===== config.mk =====
export PLATFORM = sky130hd
export DESIGN_NAME = rtc_uart_reporter
export DESIGN_NICKNAME = d
export VERILOG_FILES = /design/src/rtl/rtc_uart_reporter.sv
export SDC_FILE = /design/constraint.sdc
export NUM_CORES = 1
export LEC_CHECK = 0
export BUFFER_PORTS_ARGS = -buffer_cell sky130_fd_sc_hd__buf_4
export CORE_AREA = 5 5 93 95
export DETAILED_ROUTE_END_ITERATION = 10
export DIE_AREA = 0 0 98 100
export PLACE_DENSITY = 0.79
export SLEW_MARGIN = 20
export SYNTH_ARGS = -nofsm -noshare
export SYNTH_HDL_FRONTEND = slang
export SYNTH_SLANG_ARGS = --single-unit

===== constraint.sdc =====
create_clock -name clk -period 6.9 [get_ports clk]
set_clock_uncertainty 0.15 [all_clocks]
set_input_delay 0.69 -clock clk [delete_from_list [all_inputs] [get_ports clk]]
set_output_delay 0.69 -clock clk [all_outputs]
set_load 0.005 [all_outputs]

===== src/rtl/rtc_uart_reporter.sv =====
// Snapshots BCD time and streams it as an ASCII report line to a UART over valid/ready.
// Optional "YY-MM-DD " date field is enabled by defining RTC_REPORT_DATE_EN.
module rtc_uart_reporter #(
  parameter int unsigned PREFIX_EN    = 1,
  parameter int unsigned EOL_MODE     = 0,
  parameter int unsigned REPORT_EVERY = 1,
  parameter int unsigned GAP_CYCLES   = 0
) (
  input  logic       clk,
  input  logic       RSTn,
  input  logic [7:0] time_sec,
  input  logic [7:0] time_min,
  input  logic [7:0] time_hour,
`ifdef RTC_REPORT_DATE_EN
  input  logic [7:0] time_year,
  input  logic [7:0] time_month,
  input  logic [7:0] time_date,
`endif
  input  logic       force_req,
  output logic [7:0] tx_data,
  output logic       tx_valid,
  input  logic       tx_ready,
  output logic       busy,
  output logic [7:0] drop_cnt
);
  localparam int unsigned PFX_LEN  = (PREFIX_EN != 0) ? 8 : 0;
`ifdef RTC_REPORT_DATE_EN
  localparam int unsigned DATE_LEN = 9;
`else
  localparam int unsigned DATE_LEN = 0;
`endif
  localparam int unsigned TIME_OFS = PFX_LEN + DATE_LEN;
  localparam int unsigned EOL_OFS  = TIME_OFS + 8;
  localparam int unsigned EOL_LEN  = (EOL_MODE == 2) ? 1 : 2;
  localparam int unsigned LINE_LEN = EOL_OFS + EOL_LEN;
  localparam logic [63:0] PREFIX_STR = "Time is ";
  localparam logic [7:0]  EOL0 = (EOL_MODE == 1) ? 8'h0D : 8'h0A;
  localparam logic [7:0]  EOL1 = (EOL_MODE == 1) ? 8'h0A : 8'h0D;

  typedef enum logic [2:0] {IDLE, LOAD, SEND, GAP, DONE} state_t;

  state_t      state, state_nxt;
  logic [4:0]  idx, idx_nxt;
  logic [15:0] gap_cnt, gap_nxt;
  logic        pending, pending_nxt, drop_inc;
  logic        armed, sec_change, div_trig, trig_q;
  logic [7:0]  sec_prev, div_cnt;
  logic [7:0]  snap_hour, snap_min, snap_sec;
  logic [7:0]  src_hour, src_min, src_sec;
  logic [7:0]  line_c [32];

  function automatic logic [7:0] digit(input logic [3:0] n);
    return (n > 4'd9) ? 8'h3F : 8'h30 + {4'h0, n};
  endfunction

  // Seconds-change detection and report-rate divider
  assign sec_change = armed && (time_sec != sec_prev);
  assign div_trig   = sec_change && (div_cnt == 8'(REPORT_EVERY - 1));

  always_ff @(posedge clk or negedge RSTn) begin
    if (!RSTn) begin
      armed    <= 1'b0;
      sec_prev <= 8'h00;
      div_cnt  <= 8'h00;
      trig_q   <= 1'b0;
    end else begin
      armed    <= 1'b1;
      sec_prev <= time_sec;
      trig_q   <= div_trig | force_req;
      if (sec_change) div_cnt <= div_trig ? 8'h00 : div_cnt + 8'd1;
    end
  end

  // In LOAD the snapshot is being captured, so read the live fields that cycle
  assign src_hour = (state == LOAD) ? time_hour : snap_hour;
  assign src_min  = (state == LOAD) ? time_min  : snap_min;
  assign src_sec  = (state == LOAD) ? time_sec  : snap_sec;
`ifdef RTC_REPORT_DATE_EN
  logic [7:0] snap_year, snap_month, snap_date;
  logic [7:0] src_year, src_month, src_date;
  assign src_year  = (state == LOAD) ? time_year  : snap_year;
  assign src_month = (state == LOAD) ? time_month : snap_month;
  assign src_date  = (state == LOAD) ? time_date  : snap_date;
`endif

  // Report line assembly
  always_comb begin
    for (int i = 0; i < 32; i++) line_c[i] = 8'h00;
    if (PREFIX_EN != 0)
      for (int i = 0; i < 8; i++) line_c[5'(i)] = PREFIX_STR[63 - 8*i -: 8];
`ifdef RTC_REPORT_DATE_EN
    line_c[5'(PFX_LEN + 0)] = digit(src_year[7:4]);
    line_c[5'(PFX_LEN + 1)] = digit(src_year[3:0]);
    line_c[5'(PFX_LEN + 2)] = 8'h2D;
    line_c[5'(PFX_LEN + 3)] = digit(src_month[7:4]);
    line_c[5'(PFX_LEN + 4)] = digit(src_month[3:0]);
    line_c[5'(PFX_LEN + 5)] = 8'h2D;
    line_c[5'(PFX_LEN + 6)] = digit(src_date[7:4]);
    line_c[5'(PFX_LEN + 7)] = digit(src_date[3:0]);
    line_c[5'(PFX_LEN + 8)] = 8'h20;
`endif
    line_c[5'(TIME_OFS + 0)] = digit(src_hour[7:4]);
    line_c[5'(TIME_OFS + 1)] = digit(src_hour[3:0]);
    line_c[5'(TIME_OFS + 2)] = 8'h3A;
    line_c[5'(TIME_OFS + 3)] = digit(src_min[7:4]);
    line_c[5'(TIME_OFS + 4)] = digit(src_min[3:0]);
    line_c[5'(TIME_OFS + 5)] = 8'h3A;
    line_c[5'(TIME_OFS + 6)] = digit(src_sec[7:4]);
    line_c[5'(TIME_OFS + 7)] = digit(src_sec[3:0]);
    line_c[5'(EOL_OFS)]      = EOL0;
    if (EOL_LEN == 2) line_c[5'(EOL_OFS + 1)] = EOL1;
  end

  // Next-state, byte index, gap timer and pending/drop bookkeeping
  always_comb begin
    state_nxt   = state;
    idx_nxt     = idx;
    gap_nxt     = gap_cnt;
    pending_nxt = pending;
    drop_inc    = 1'b0;
    unique case (state)
      IDLE: if (trig_q) state_nxt = LOAD;
      LOAD: begin
        idx_nxt   = 5'd0;
        state_nxt = SEND;
      end
      SEND: if (tx_valid && tx_ready) begin
        idx_nxt = idx + 5'd1;
        if (idx == 5'(LINE_LEN - 1)) state_nxt = DONE;
        else if (GAP_CYCLES != 0) begin
          state_nxt = GAP;
          gap_nxt   = 16'(GAP_CYCLES - 1);
        end
      end
      GAP: begin
        if (gap_cnt == 16'd0) state_nxt = SEND;
        else gap_nxt = gap_cnt - 16'd1;
      end
      DONE: begin
        // A trigger arriving here is kept rather than lost
        state_nxt   = (pending || trig_q) ? LOAD : IDLE;
        pending_nxt = pending && trig_q;
      end
      default: state_nxt = IDLE;
    endcase
    if (trig_q && (state inside {LOAD, SEND, GAP})) begin
      if (pending) drop_inc = 1'b1;
      else pending_nxt = 1'b1;
    end
  end

  always_ff @(posedge clk or negedge RSTn) begin
    if (!RSTn) begin
      state     <= IDLE;
      idx       <= 5'd0;
      gap_cnt   <= 16'd0;
      pending   <= 1'b0;
      drop_cnt  <= 8'h00;
      tx_valid  <= 1'b0;
      tx_data   <= 8'h00;
      busy      <= 1'b0;
      snap_hour <= 8'h00;
      snap_min  <= 8'h00;
      snap_sec  <= 8'h00;
`ifdef RTC_REPORT_DATE_EN
      snap_year  <= 8'h00;
      snap_month <= 8'h00;
      snap_date  <= 8'h00;
`endif
    end else begin
      state    <= state_nxt;
      idx      <= idx_nxt;
      gap_cnt  <= gap_nxt;
      pending  <= pending_nxt;
      tx_valid <= (state_nxt == SEND);
      busy     <= (state_nxt inside {LOAD, SEND, GAP});
      if (state_nxt == SEND) tx_data <= line_c[idx_nxt];
      if (drop_inc && (drop_cnt != 8'hFF)) drop_cnt <= drop_cnt + 8'd1;
      if (state == LOAD) begin
        snap_hour <= time_hour;
        snap_min  <= time_min;
        snap_sec  <= time_sec;
`ifdef RTC_REPORT_DATE_EN
        snap_year  <= time_year;
        snap_month <= time_month;
        snap_date  <= time_date;
`endif
      end
    end
  end
endmodule

# Word level (Yosys, flattened, before mapping)
# Index checks and enable logic that the tools add are counted.
# totals
register_bits,85
elab_cells,84
input_bits,28
out_inout_bits,18
# classes
reduce_logical,13
bitwise_logic,3
muxes,26
n_addsub,10
magnitude_cmp,7
eq_ne,10
# ops
cell,count
$mux 8,6
$add 6x4->7 const A,6
$mux 7,6
$bmux 8 s5,1
$gt 4x4->1 const B,6
$add 8x1->8 const B,2
$logic_not 16->1,1
$sub 16x1->16 const B,1
$pmux 3 s5,1
$eq 3x2->1 const B,4
$mux 3,4
$pmux 5 s2,1
$logic_not 8->1,1
$ne 8x8->1,1
$ne 8x8->1 const B,1
$eq 3x1->1 const B,2
$ge 6x6->1 const B,1
$logic_and 1x1->1,6
$mux 1,6
$not 5->6,1
$reduce_bool 3->1,2
$add 5x1->5 const B,1
$eq 5x5->1 const B,1
$mux 5,1
other kinds (6),6

# Depth between registers and ports, before layout
# depth
depth_word,7
depth_mapped,12
depth_no_buf,10

# Least setup slack after synthesis
# OpenSTA, ideal clock, no wires.
# synth_path
path_type,input -> register
start,in tx_ready
end,reg tx_data[0]
setup_time_ns,0.126
slack_ns,3.825
path_buffers,2
arrival_time_ns,2.799
stages,11
required_time_ns,6.624
cell_sequence,and2_0 clkbuf_1 a31oi_1 and2_1 buf_2 ha_1 o32ai_1 a32oi_1 o211ai_1 a211oi_1 a221o_1
# synth_via
elab_chain_cells,7
elab_cells_between_ends,10
classes_between,eq/ne (1); mux (7); bitwise (1); reduce/logical (1)
# synth_lines
element,line,text
"start, declared",22,"input logic tx_ready,"
$logic_and 1x1->1 (*),127,SEND: if (tx_valid && tx_ready) begin
$mux 5,127,
$pmux 5 s2,121,unique case (state)
$not 5->6 (not written as such),177,if (state_nxt == SEND) tx_data <= line_c[idx_nxt];
$bmux 8 s5,177,
$mux 8 (not written as such) (2 in a row),177,
"end signal, assigned",177,
"end, declared",20,"output logic [7:0] tx_data,"
# Every way passes the cells marked *; elsewhere a longest branch is shown, timed or not. The select of a mux whose other input is x is not followed.
# A chain may end at the register's enable or synchronous reset.

# Final worst setup path
# layout_path
start,reg state[0]
end,reg tx_data[0]
# layout_via
elab_chain_cells,7
elab_cells_between_ends,37
classes_between,add/sub (6); order compare (6); eq/ne (5); mux (18); bitwise (1); reduce/logical (1)
# layout_lines
element,line,text
"start, declared",42,"state_t state, state_nxt;"
"start signal, assigned",171,state <= state_nxt;
$eq 3x1->1,--,
$mux 8,--,
$add 6x4->7 or $gt 4x4->1 (tied branches),53,"return (n > 4'd9) ? 8'h3F : 8'h30 + {4'h0, n};"
$mux 7,53,
$bmux 8 s5,177,
$mux 8 (not written as such) (2 in a row),177,
# Parallel ways exist; a longest one is shown, timed or not. The select of a mux whose other input is x is not followed.

==> impl_metrics.ini <==
[synthesis]
synth_ff_type = dfrtp_1
ys_top_cells_by_area = dfrtp_1, nand2_1, xnor2_1, ha_1, a21oi_1
synth.avg_cell_area_um2 = 9.44
synth.cells.most_frequent = nand2_1, dfrtp_1, xnor2_1, a21oi_1, o21ai_0
synth-adder-area-share_pct = 3.09
synth_edf_count = 0
synth_seq_cells = 84
synth_compound_area_share_pct = 16.2
yosysTopAreaCell = dfrtp_1
synth_simple_gate_area_share_pct = 21.0
syn_nets = 511
netlist_area_mm2 = 0.00445
synth.area.mux_share_pct = 1.57
yosysMostFrequentCell = nand2_1
ys_async_sr_fraction_pct = 100
synth_top_family_by_area = simple AND/OR/NAND/NOR gates
netlist.area_leader.share_pct = 47.2
yosysWarnings = 0
synthesis.instances = 472
synth_cell_type_count = 72
synthXorXnorAreaFrac_pct = 6.69
yosysSeqAreaShare_pct = 47.2

[global_routing]
grt_use_total_pct = 20.8
grt_pass1_wl_um = 16800
antenna_found_initial = 0
overflow = 0
grt_start_max_net_pins = 85
grt_pass1_vias = 3534

[clock_network]
cts-root-buf = clkbuf_8
cts_tree = done
ctsHoldBuffers = 0
clk_latency_ns = 0.36
cts_buffers = 9
cts_resized = 0
clock_path_buffers = 2
path_clk_slew_ns = 0.09
cts_setup_buffers = 0
h-tree-depth = 3
cts.sinks = 84

[timing]
fin_crit_sh_pct = 52.4
tightestPinTransition_ns = 0.851
fmax_mhz = 277
setup_tns_ns = 0
fin_crit_ns = 3.61
hold_viol_final = 0
rsz0062_at_grt = false
slew_violations = 0
fin_ws_ns = 3.29
max_slew_margin_pct = 42.9
final-setup-viol-count = 0

[detailed_routing]
drc_errors = 0
drt-total-wl_um = 9790
wl_met2_um = 4810
route.detailed.wl_per_inst_um = 15.9
route.vias.total = 3613
met1Wirelength_um = 4370
viasPerCell = 5.87
top_layer_used = met4
dr_wl_met3_um = 475
dr.pass1.iters = 4
postRouteAntennaNets = 0
drtIter0Drc = 168

[finish]
drive_gt1_share_pct = 15.4
final_cell_area_mm2 = 0.00503
fin_nets = 548
layout.cells.non_filler = 616
area_delta_synth_final_pct = 12.8
n_antenna_cell = 0

[floorplanning]
die_y_um = 100
die_area_mm2 = 0.00980
core_mm2 = 0.00765
io-pin-count = 46
die-width_um = 98
rows = 32
start_util_pct = 58.2

[critical_path]
worst_setup_path_start_kind = register
arrival_ns = 3.70
cp_max_fo = 34
worstPathRequired_ns = 6.99
cp-end-kind = register
criticalPathCategory = register to register
rrSetupSlack_ns = 3.29

[placed_design]
dp_slack_ns = 3.24
place_inst = 600
placed_cell_area_mm2 = 0.00482
dp_hpwl_um = 6840
gp_routability_congestion = 0.913
port_buffers = 44

[power_and_ir_drop]
ir_drop_mv = 0.182
p_leak_nw = 2.34
p_per_area_mw_per_mm2 = 414

[run]
cap_violations = 0

[run_status]
status = completed

[min_path]
hold_class = primary input to asynchronous set/reset pin
==> kinds of logic after synthesis <==
kind of cell             Yosys count
AND/OR/NAND/NOR                  191
AO/OA/AOI/OAI                    105
flip-flops                        84
buffers and inverters             39
XOR/XNOR                          34
adder cells (fa/ha/maj)           11
multiplexers                       6
other                              2
==> path summary, 6_finish.rpt <==
kind | to | startpoint | cells past startpoint
min in group clk | sec_prev[1] | time_sec[1] | 1
worst max register to register | tx_data[0] | state[0] | 9
worst min-delay path | tx_data[4] | RSTn | 1
worst min register to register | gap_cnt[14] | gap_cnt[14] | 1
worst max-delay path | tx_data[0] | state[0] | 9
max in group asynchronous | snap_hour[7] | RSTn | 1
==> stage by stage <==
step | hold WS, ns | total power [mW] | util (%)
6_report | 0.205 | 2.08 | 65.7
5_1_grt | 0.278 | 2.25 | 65.7
4_1_cts | 0.295 | 2.08 | 65.7
3_5_place_dp | 0.308 | 1.71 | 63.1
3_3_place_gp | 0.304 | 1.68 | 63.1
2_1_floorplan | 0.244 | 1.45 | -
==> state kept, by name, summed over array words and instances (netlist names) <==
register,cells
armed,1
busy,1
div_cnt,8
drop_cnt,8
gap_cnt,16
idx,5
pending,1
sec_prev,8
snap_hour,8
snap_min,8
snap_sec,8
state,3
trig_q,1
tx_data,7
tx_valid,1
==> layout by cell type, fill, tap and decap left out, drive strengths merged, types with 6 or more instances in the layout <==
cell type and instances:
a211oi 10, a21oi 25, and3 10, buf 45
clkbuf 10, dfrtp 84, ha 11, inv 20
nand2 95, nand3 15, nand4 7, nor2 16
nor3 13, nor4 6, o21ai 20, o31ai 7
xnor2 24, xor2 10
==> area by class of cell <==
| class | count | area (um^2) |
|---|---|---|
| clock buffers | 10 | 128 |
| multi-input cells | 349 | 2170 |
| fillers | 652 | 2620 |
| inverters | 20 | 80.1 |
| repair buffers | 45 | 342 |
| clock inverters | 6 | 72.6 |
| flip-flops and latches | 84 | 2100 |
| well taps | 102 | 128 |
==> worst max-delay path, stage by stage, from the launching register on <==
cell,delay [ns]
dfrtp_1,0.56
or3b_2,0.80
o211ai_1,0.22
and2_1,0.46
ha_1,0.36
o32ai_1,0.30
a32oi_1,0.12
o211ai_1,0.15
a211oi_1,0.10
a221o_1,0.27
==> power by group <==
group | switching, mW | internal (mW)
registers | 0.175 | 0.646
clock network | 0.189 | 0.172
logic | 0.506 | 0.392
==> per-layer routing <==
metal	vias to the layer above	track usage, %
met5	-	0
met4	0	5.75
met3	12	5.28
met2	89	34.0
met1	1763	27.7
li1	1749	-
(Power assumes the default switching activity.)
